--- src/rtl/reaction_session_ctrl.sv ---
// Session sequencer wrapped around reaction_timer: runs ROUNDS rounds from one button and keeps best/ok/fail stats.
// Optional REACTION_AUTO_RETRY_EN: early results replay the same round instead of consuming it.
module reaction_session_ctrl #(
    parameter int ROUNDS     = 5,
    parameter int HOLD_TICKS = 200000000,
    parameter int CNT_W      = 32
) (
    input  logic        i_clk,
    input  logic        i_reset,
    input  logic        i_btn,
    input  logic [1:0]  i_timer_state,
    input  logic [1:0]  i_timer_fail,
    input  logic [15:0] i_timer_bcd,
    output logic        o_timer_clr,
    output logic        o_start,
    output logic        o_stop,
    output logic [3:0]  o_round,
    output logic [15:0] o_last_bcd,
    output logic [15:0] o_best_bcd,
    output logic [3:0]  o_ok_cnt,
    output logic [3:0]  o_fail_cnt,
    output logic [2:0]  o_ctrl_state,
    output logic        o_session_done
);

    typedef enum logic [2:0] {
        S_IDLE  = 3'd0,
        S_CLR   = 3'd1,
        S_START = 3'd2,
        S_RUN   = 3'd3,
        S_LATCH = 3'd4,
        S_HOLD  = 3'd5,
        S_DONE  = 3'd6
    } state_t;

    localparam logic [15:0] BEST_INIT = 16'h9999;
    localparam logic [1:0]  TIMER_DONE = 2'b11;

    state_t             r_state;
    state_t             w_next;
    logic               r_btn_q;
    logic               w_btn_rise;
    logic               r_clr_wait;
    logic [CNT_W-1:0]   r_hold_cnt;
    logic               w_hold_done;
    logic               w_last_round;
    logic               w_replay;
    logic               r_timer_clr;
    logic               r_start;
    logic               r_stop;
    logic [3:0]         r_round;
    logic [15:0]        r_last_bcd;
    logic [15:0]        r_best_bcd;
    logic [3:0]         r_ok_cnt;
    logic [3:0]         r_fail_cnt;

    assign w_btn_rise   = i_btn & ~r_btn_q;
    assign w_hold_done  = (r_hold_cnt == CNT_W'(HOLD_TICKS - 1));
    assign w_last_round = (r_round == 4'(ROUNDS));

`ifdef REACTION_AUTO_RETRY_EN
    logic r_early;

    always_ff @(posedge i_clk or posedge i_reset) begin
        if (i_reset)
            r_early <= 1'b0;
        else if (r_state == S_LATCH)
            r_early <= (i_timer_fail == 2'd1);
    end

    assign w_replay = r_early;
`else
    assign w_replay = 1'b0;
`endif

    always_ff @(posedge i_clk or posedge i_reset) begin
        if (i_reset)
            r_state <= S_IDLE;
        else
            r_state <= w_next;
    end

    // NOTE: w_next gets its default before the case so no path leaves it unassigned (no latch).
    always_comb begin
        w_next = r_state;
        case (r_state)
            S_IDLE:  if (w_btn_rise) w_next = S_CLR;
            S_CLR:   if (r_clr_wait) w_next = S_START;
            S_START: w_next = S_RUN;
            S_RUN:   if (i_timer_state == TIMER_DONE) w_next = S_LATCH;
            S_LATCH: w_next = S_HOLD;
            S_HOLD: begin
                if (w_hold_done)
                    w_next = (w_last_round && !w_replay) ? S_DONE : S_CLR;
            end
            S_DONE:  if (w_btn_rise) w_next = S_IDLE;
            default: w_next = S_IDLE;
        endcase
    end

    // S_CLR dwells two cycles so o_start trails o_timer_clr by two clocks.
    // NOTE: all sequential state below uses non-blocking assignments so every register samples pre-edge values.
    always_ff @(posedge i_clk or posedge i_reset) begin
        if (i_reset) begin
            r_btn_q     <= 1'b0;
            r_clr_wait  <= 1'b0;
            r_timer_clr <= 1'b0;
            r_start     <= 1'b0;
            r_stop      <= 1'b0;
            r_hold_cnt  <= '0;
            r_round     <= 4'd0;
            r_last_bcd  <= 16'h0000;
            r_best_bcd  <= BEST_INIT;
            r_ok_cnt    <= 4'd0;
            r_fail_cnt  <= 4'd0;
        end else begin
            r_btn_q     <= i_btn;
            r_clr_wait  <= (r_state == S_CLR) && !r_clr_wait;
            r_timer_clr <= (r_state == S_CLR) && !r_clr_wait;
            r_start     <= (r_state == S_START);
            r_stop      <= (r_state == S_RUN) && w_btn_rise;

            case (r_state)
                S_IDLE: begin
                    if (w_btn_rise) begin
                        r_round    <= 4'd1;
                        r_last_bcd <= 16'h0000;
                        r_best_bcd <= BEST_INIT;
                        r_ok_cnt   <= 4'd0;
                        r_fail_cnt <= 4'd0;
                    end
                end
                S_LATCH: begin
                    r_last_bcd <= i_timer_bcd;
                    r_hold_cnt <= '0;
                    if (i_timer_fail == 2'd0) begin
                        if (r_ok_cnt != 4'hF)
                            r_ok_cnt <= r_ok_cnt + 4'd1;
                        // Packed BCD digits order the same as plain unsigned binary.
                        if (i_timer_bcd < r_best_bcd)
                            r_best_bcd <= i_timer_bcd;
                    end else if (r_fail_cnt != 4'hF) begin
                        r_fail_cnt <= r_fail_cnt + 4'd1;
                    end
                end
                S_HOLD: begin
                    if (!w_hold_done)
                        r_hold_cnt <= r_hold_cnt + 1'b1;
                    else if (!w_replay && !w_last_round && r_round != 4'hF)
                        r_round <= r_round + 4'd1;
                end
                S_DONE: begin
                    if (w_btn_rise)
                        r_round <= 4'd0;
                end
                default: ;
            endcase
        end
    end

    assign o_timer_clr    = r_timer_clr;
    assign o_start        = r_start;
    assign o_stop         = r_stop;
    assign o_round        = r_round;
    assign o_last_bcd     = r_last_bcd;
    assign o_best_bcd     = r_best_bcd;
    assign o_ok_cnt       = r_ok_cnt;
    assign o_fail_cnt     = r_fail_cnt;
    assign o_ctrl_state   = r_state;
    assign o_session_done = (r_state == S_DONE);

endmodule

--- config.mk ---
export PLATFORM = sky130hd
export DESIGN_NAME = reaction_session_ctrl
export DESIGN_NICKNAME = d
export VERILOG_FILES = /design/src/rtl/reaction_session_ctrl.sv
export SDC_FILE = /design/constraint.sdc
export NUM_CORES = 1
export LEC_CHECK = 0
export ABC_AREA = 1
export CAP_MARGIN = 40
export CORE_MARGIN = 2
export CORE_UTILIZATION = 40
export DETAILED_ROUTE_END_ITERATION = 6
export GPL_ROUTABILITY_DRIVEN = 1
export SLEW_MARGIN = 20
export SYNTH_ARGS = -nofsm -noshare
export SYNTH_HDL_FRONTEND = slang
export SYNTH_SLANG_ARGS = --single-unit
--- constraint.sdc ---
create_clock -name i_clk -period 8.7 [get_ports i_clk]
set_input_delay 2.61 -clock i_clk [delete_from_list [all_inputs] [get_ports i_clk]]
set_output_delay 2.61 -clock i_clk [all_outputs]
set_load 0.05 [all_outputs]
==> metrics.txt <==
# TYPE chip_impl_metric gauge
chip_impl_metric{name="syn-num-nets",unit=""} 757
chip_impl_metric{name="number_of_buffer_and_inverter_instances_along_the_worst_setup_path",unit=""} 2
chip_impl_metric{name="power_switching_share",unit=""} 0.431
chip_impl_info{name="path_delay_family",value="buffers and inverters"} 1
chip_impl_metric{name="htreeDepth",unit=""} 3
chip_impl_metric{name="synth_sequential_area_ratio",unit=""} 0.411
chip_impl_metric{name="cellPowerDensity",unit="mW/mm^2"} 276
chip_impl_info{name="crit_chain",value="nand3_1 > inv_1 > clkdlybuf4s50_1"} 1
chip_impl_metric{name="postRouteWirelength",unit="mm"} 13.0
chip_impl_metric{name="clk-insertion-delay-late",unit="ps"} 340
chip_impl_info{name="post_synth_main_area_contributors",value="sky130_fd_sc_hd__dfrtp_1, sky130_fd_sc_hd__nand2_1, sky130_fd_sc_hd__nand3_1, sky130_fd_sc_hd__nor2_1, sky130_fd_sc_hd__inv_1"} 1
chip_impl_metric{name="report.final.setup_viol",unit=""} 0
chip_impl_metric{name="grt_pass1_wl",unit="mm"} 22.5
chip_impl_metric{name="fill_cells",unit=""} 1237
chip_impl_metric{name="finClkSkew",unit="ps"} 7.16
chip_impl_metric{name="ys.warnings.count",unit=""} 0
chip_impl_metric{name="route.vias.total",unit=""} 4745
chip_impl_info{name="tritoncts",value="built"} 1
chip_impl_metric{name="syn-mean-instance-area",unit="sq um"} 7.10
chip_impl_metric{name="cpPeakStageDelay",unit="ps"} 790
chip_impl_metric{name="placement.io_buffers",unit=""} 73
chip_impl_metric{name="stdcell_count",unit=""} 960
chip_impl_metric{name="timing.critical_path.required",unit="ps"} 6090
chip_impl_metric{name="hold_path_depth",unit=""} 1
chip_impl_info{name="holdCritStartpoint",value="o_timer_clr"} 1
chip_impl_metric{name="switchingPower",unit="uW"} 754
chip_impl_metric{name="detailedRoute.firstIterationViolations",unit=""} 276
chip_impl_metric{name="syn-instance-count",unit=""} 714
chip_impl_metric{name="postSynthRegisterBits",unit=""} 83
chip_impl_metric{name="grt_start_max_net_pins",unit=""} 53
chip_impl_metric{name="cp.arrival",unit="ps"} 1950
chip_impl_metric{name="crit_path_max_fanout",unit=""} 10
chip_impl_metric{name="number_of_unique_standard_cell_types_used_by_synthesis",unit=""} 33
chip_impl_info{name="worst_setup_path_start_kind",value="register"} 1
chip_impl_metric{name="firstDrtPassIters",unit=""} 5
chip_impl_metric{name="die-area",unit="sq mm"} 0.0136
chip_impl_metric{name="die-width",unit="um"} 117
chip_impl_metric{name="cts_sinks",unit=""} 83
chip_impl_metric{name="final.period_utilization",unit=""} 0.524
chip_impl_metric{name="antenna_violating_nets_post_route",unit=""} 0
chip_impl_metric{name="gp_routability_congestion",unit=""} 0.915
chip_impl_info{name="mostFrequentLayoutCells",value="sky130_fd_sc_hd__nand2_1, sky130_fd_sc_hd__nor2_1, sky130_fd_sc_hd__nand3_1"} 1
chip_impl_info{name="run_status",value="finished, final reports clean"} 1
chip_impl_metric{name="netlist.area_leader.share",unit=""} 0.370
chip_impl_metric{name="total_leakage_power",unit="uW"} 0.00291
chip_impl_metric{name="floorplan.initialDensity",unit=""} 0.405
chip_impl_metric{name="io-pin-count",unit=""} 74
chip_impl_metric{name="cap_viol_max_count",unit=""} 0
chip_impl_info{name="critPathCaptureType",value="primary output"} 1
chip_impl_metric{name="power",unit="uW"} 1750
chip_impl_metric{name="clk_path_buf_depth",unit=""} 2
chip_impl_info{name="critical-path-slowest-cell",value="sky130_fd_sc_hd__clkdlybuf4s50_1"} 1
chip_impl_metric{name="antenna_cells_inserted",unit=""} 0
chip_impl_info{name="path_class",value="reg -> out"} 1
chip_impl_metric{name="internal-power",unit="uW"} 996
chip_impl_metric{name="worst_reg2reg_path_depth",unit=""} 9
chip_impl_metric{name="hold_viol",unit=""} 0
chip_impl_info{name="cts-root-buf",value="sky130_fd_sc_hd__clkbuf_16"} 1
chip_impl_info{name="worst_hold_path_class",value="reg -> reg"} 1
chip_impl_metric{name="tightestPinTransition",unit="ps"} 732
chip_impl_metric{name="clock_power_share",unit=""} 0.256
chip_impl_info{name="r2r-start",value="r_hold_cnt[0]"} 1
chip_impl_info{name="synth_area_leader_cell",value="sky130_fd_sc_hd__dfrtp_1"} 1
chip_impl_metric{name="pwr-share-comb",unit=""} 0.426
chip_impl_metric{name="reg2reg_slack",unit="ps"} 6320
chip_impl_metric{name="first_global_vias",unit=""} 4675
chip_impl_metric{name="fp-row-count",unit=""} 41
chip_impl_metric{name="route.detailed.drc",unit=""} 0
chip_impl_metric{name="placeableCoreArea",unit="sq mm"} 0.0125
chip_impl_metric{name="dpl.cell_count",unit=""} 944
chip_impl_info{name="layout.cells.most_common",value="sky130_fd_sc_hd__nand2_1"} 1
chip_impl_metric{name="cts.repair.resized",unit=""} 0
chip_impl_metric{name="cts.reportedPaths.clkPinSlew",unit="ps"} 60
chip_impl_metric{name="ctsHoldBuffers",unit=""} 0
chip_impl_metric{name="grt_antenna_before_repair",unit=""} 0
chip_impl_metric{name="fin_setup_tns",unit="ps"} 0
chip_impl_metric{name="post-route-min-period",unit="ps"} 4560
chip_impl_metric{name="vias_per_cell",unit=""} 4.94
chip_impl_metric{name="dpl.hpwl",unit="mm"} 9.50
chip_impl_metric{name="num-nets-final",unit=""} 826
chip_impl_metric{name="die_y",unit="um"} 117
chip_impl_metric{name="global_route.usage.total",unit=""} 0.208
chip_impl_metric{name="tritoncts.num_buffers",unit=""} 9
chip_impl_metric{name="post-cts-setup-buffer-count",unit=""} 0
chip_impl_metric{name="layout-area-overhead-vs-synth",unit="%"} 24.9
chip_impl_info{name="worstReg2RegEnd",value="r_hold_cnt[31]"} 1
chip_impl_metric{name="sequentialPowerShare",unit=""} 0.317
chip_impl_metric{name="drive_above_1_share",unit=""} 0.0622
chip_impl_info{name="holdPathEnd",value="o_timer_clr"} 1
chip_impl_metric{name="power.ir.vdd_worst",unit="mV"} 0.144
chip_impl_info{name="rsz_0062_raised_after_global_routing",value="false"} 1
chip_impl_metric{name="fmaxAchievable",unit="GHz"} 0.219
chip_impl_metric{name="wl_per_cell",unit="um"} 13.5
chip_impl_metric{name="slew_limit_headroom",unit=""} 0.512
chip_impl_metric{name="globalRouteOverflowTotal",unit=""} 0
chip_impl_metric{name="post_synth_instance_area",unit="sq mm"} 0.00507
chip_impl_info{name="critical_path.startpoint",value="o_ctrl_state[2]"} 1
chip_impl_metric{name="report.final.slew_viol_count",unit=""} 0
-- synth_stat cells (all sizes together) --
library cell  count
buf              11
dfrtp            75
or2               2
ha               20
xor2             14
o21ai            35
nor3             16
o21a              1
a21oi            14
o31ai             1
inv              86
nand2           229
nor3b             5
nand4             5
nor2             94
nand3            86
dfstp             8
nand3b            1
clkbuf            9
xnor2             2
-- per-stage QoR --
stage	setup WS, ps	utilization	hold WS (ps)	cell area [sq um]
floorplan	3970	-	497	5070
global placement	3910	0.474	437	5930
detailed placement	3800	0.478	446	5980
CTS	4120	0.506	455	6330
global route	3900	0.506	485	6330
finish	4140	0.506	447	6330
-- state kept, by name, indices dropped and copies added, names as in the netlist, 3 cells and up --
signal,flops
o_ok_cnt,4
o_round,4
o_fail_cnt,4
o_last_bcd,16
o_best_bcd,16
r_hold_cnt,32
o_ctrl_state,3
-- power by group through the flow --
stage	Sequential, uW	Combinational, uW	Clock [uW]
final	555	746	449
after detailed placement	557	748	0
after global routing	568	808	479
after floorplan	789	275	0
after CTS	556	752	460
after global placement	560	727	0
-- how the worst max path moves through the flow --
stage / endpoint / slack [ps] / cells after the start
finish: o_session_done / 4140 / 3
global route: o_best_bcd[5] / 3900 / 11
CTS: o_session_done / 4120 / 3
detailed placement: o_best_bcd[13] / 3800 / 11
global placement: o_best_bcd[10] / 3910 / 11
floorplan: o_best_bcd[10] / 3970 / 1
-- per-layer routing --
metal | vias up | global-route usage | routed length [um]
met5 | - | 0 | 0
met4 | 0 | 0.0541 | 220
met3 | 19 | 0.0472 | 601
met2 | 116 | 0.326 | 5860
met1 | 2220 | 0.293 | 6270
li1 | 2390 | - | -
-- kinds of logic (layout without fill, tap and decap cells) --
| family | Yosys count | after routing | share of synthesized area |
|---|---|---|---|
| AOI/OAI and AO/OA | 51 | 51 | 0.0520 |
| xor gates and xnor gates | 16 | 16 | 0.0276 |
| adders and majority gates | 20 | 20 | 0.0493 |
| buffers and inverters | 106 | 180 | 0.0858 |
| DFF | 83 | 83 | 0.411 |
| and+or+nand+nor | 438 | 438 | 0.374 |
-- area by class of cell --
class,instances,area (sq um),area share
sequential,83,2090,0.330
tap,172,215,0.0340
inverter,86,324,0.0512
multi-input combinational,525,2550,0.403
clock buffer,9,225,0.0356
timing repair buffer,78,808,0.128
clock inverter,7,124,0.0196
No activity file was read; power rests on OpenSTA's default activity.
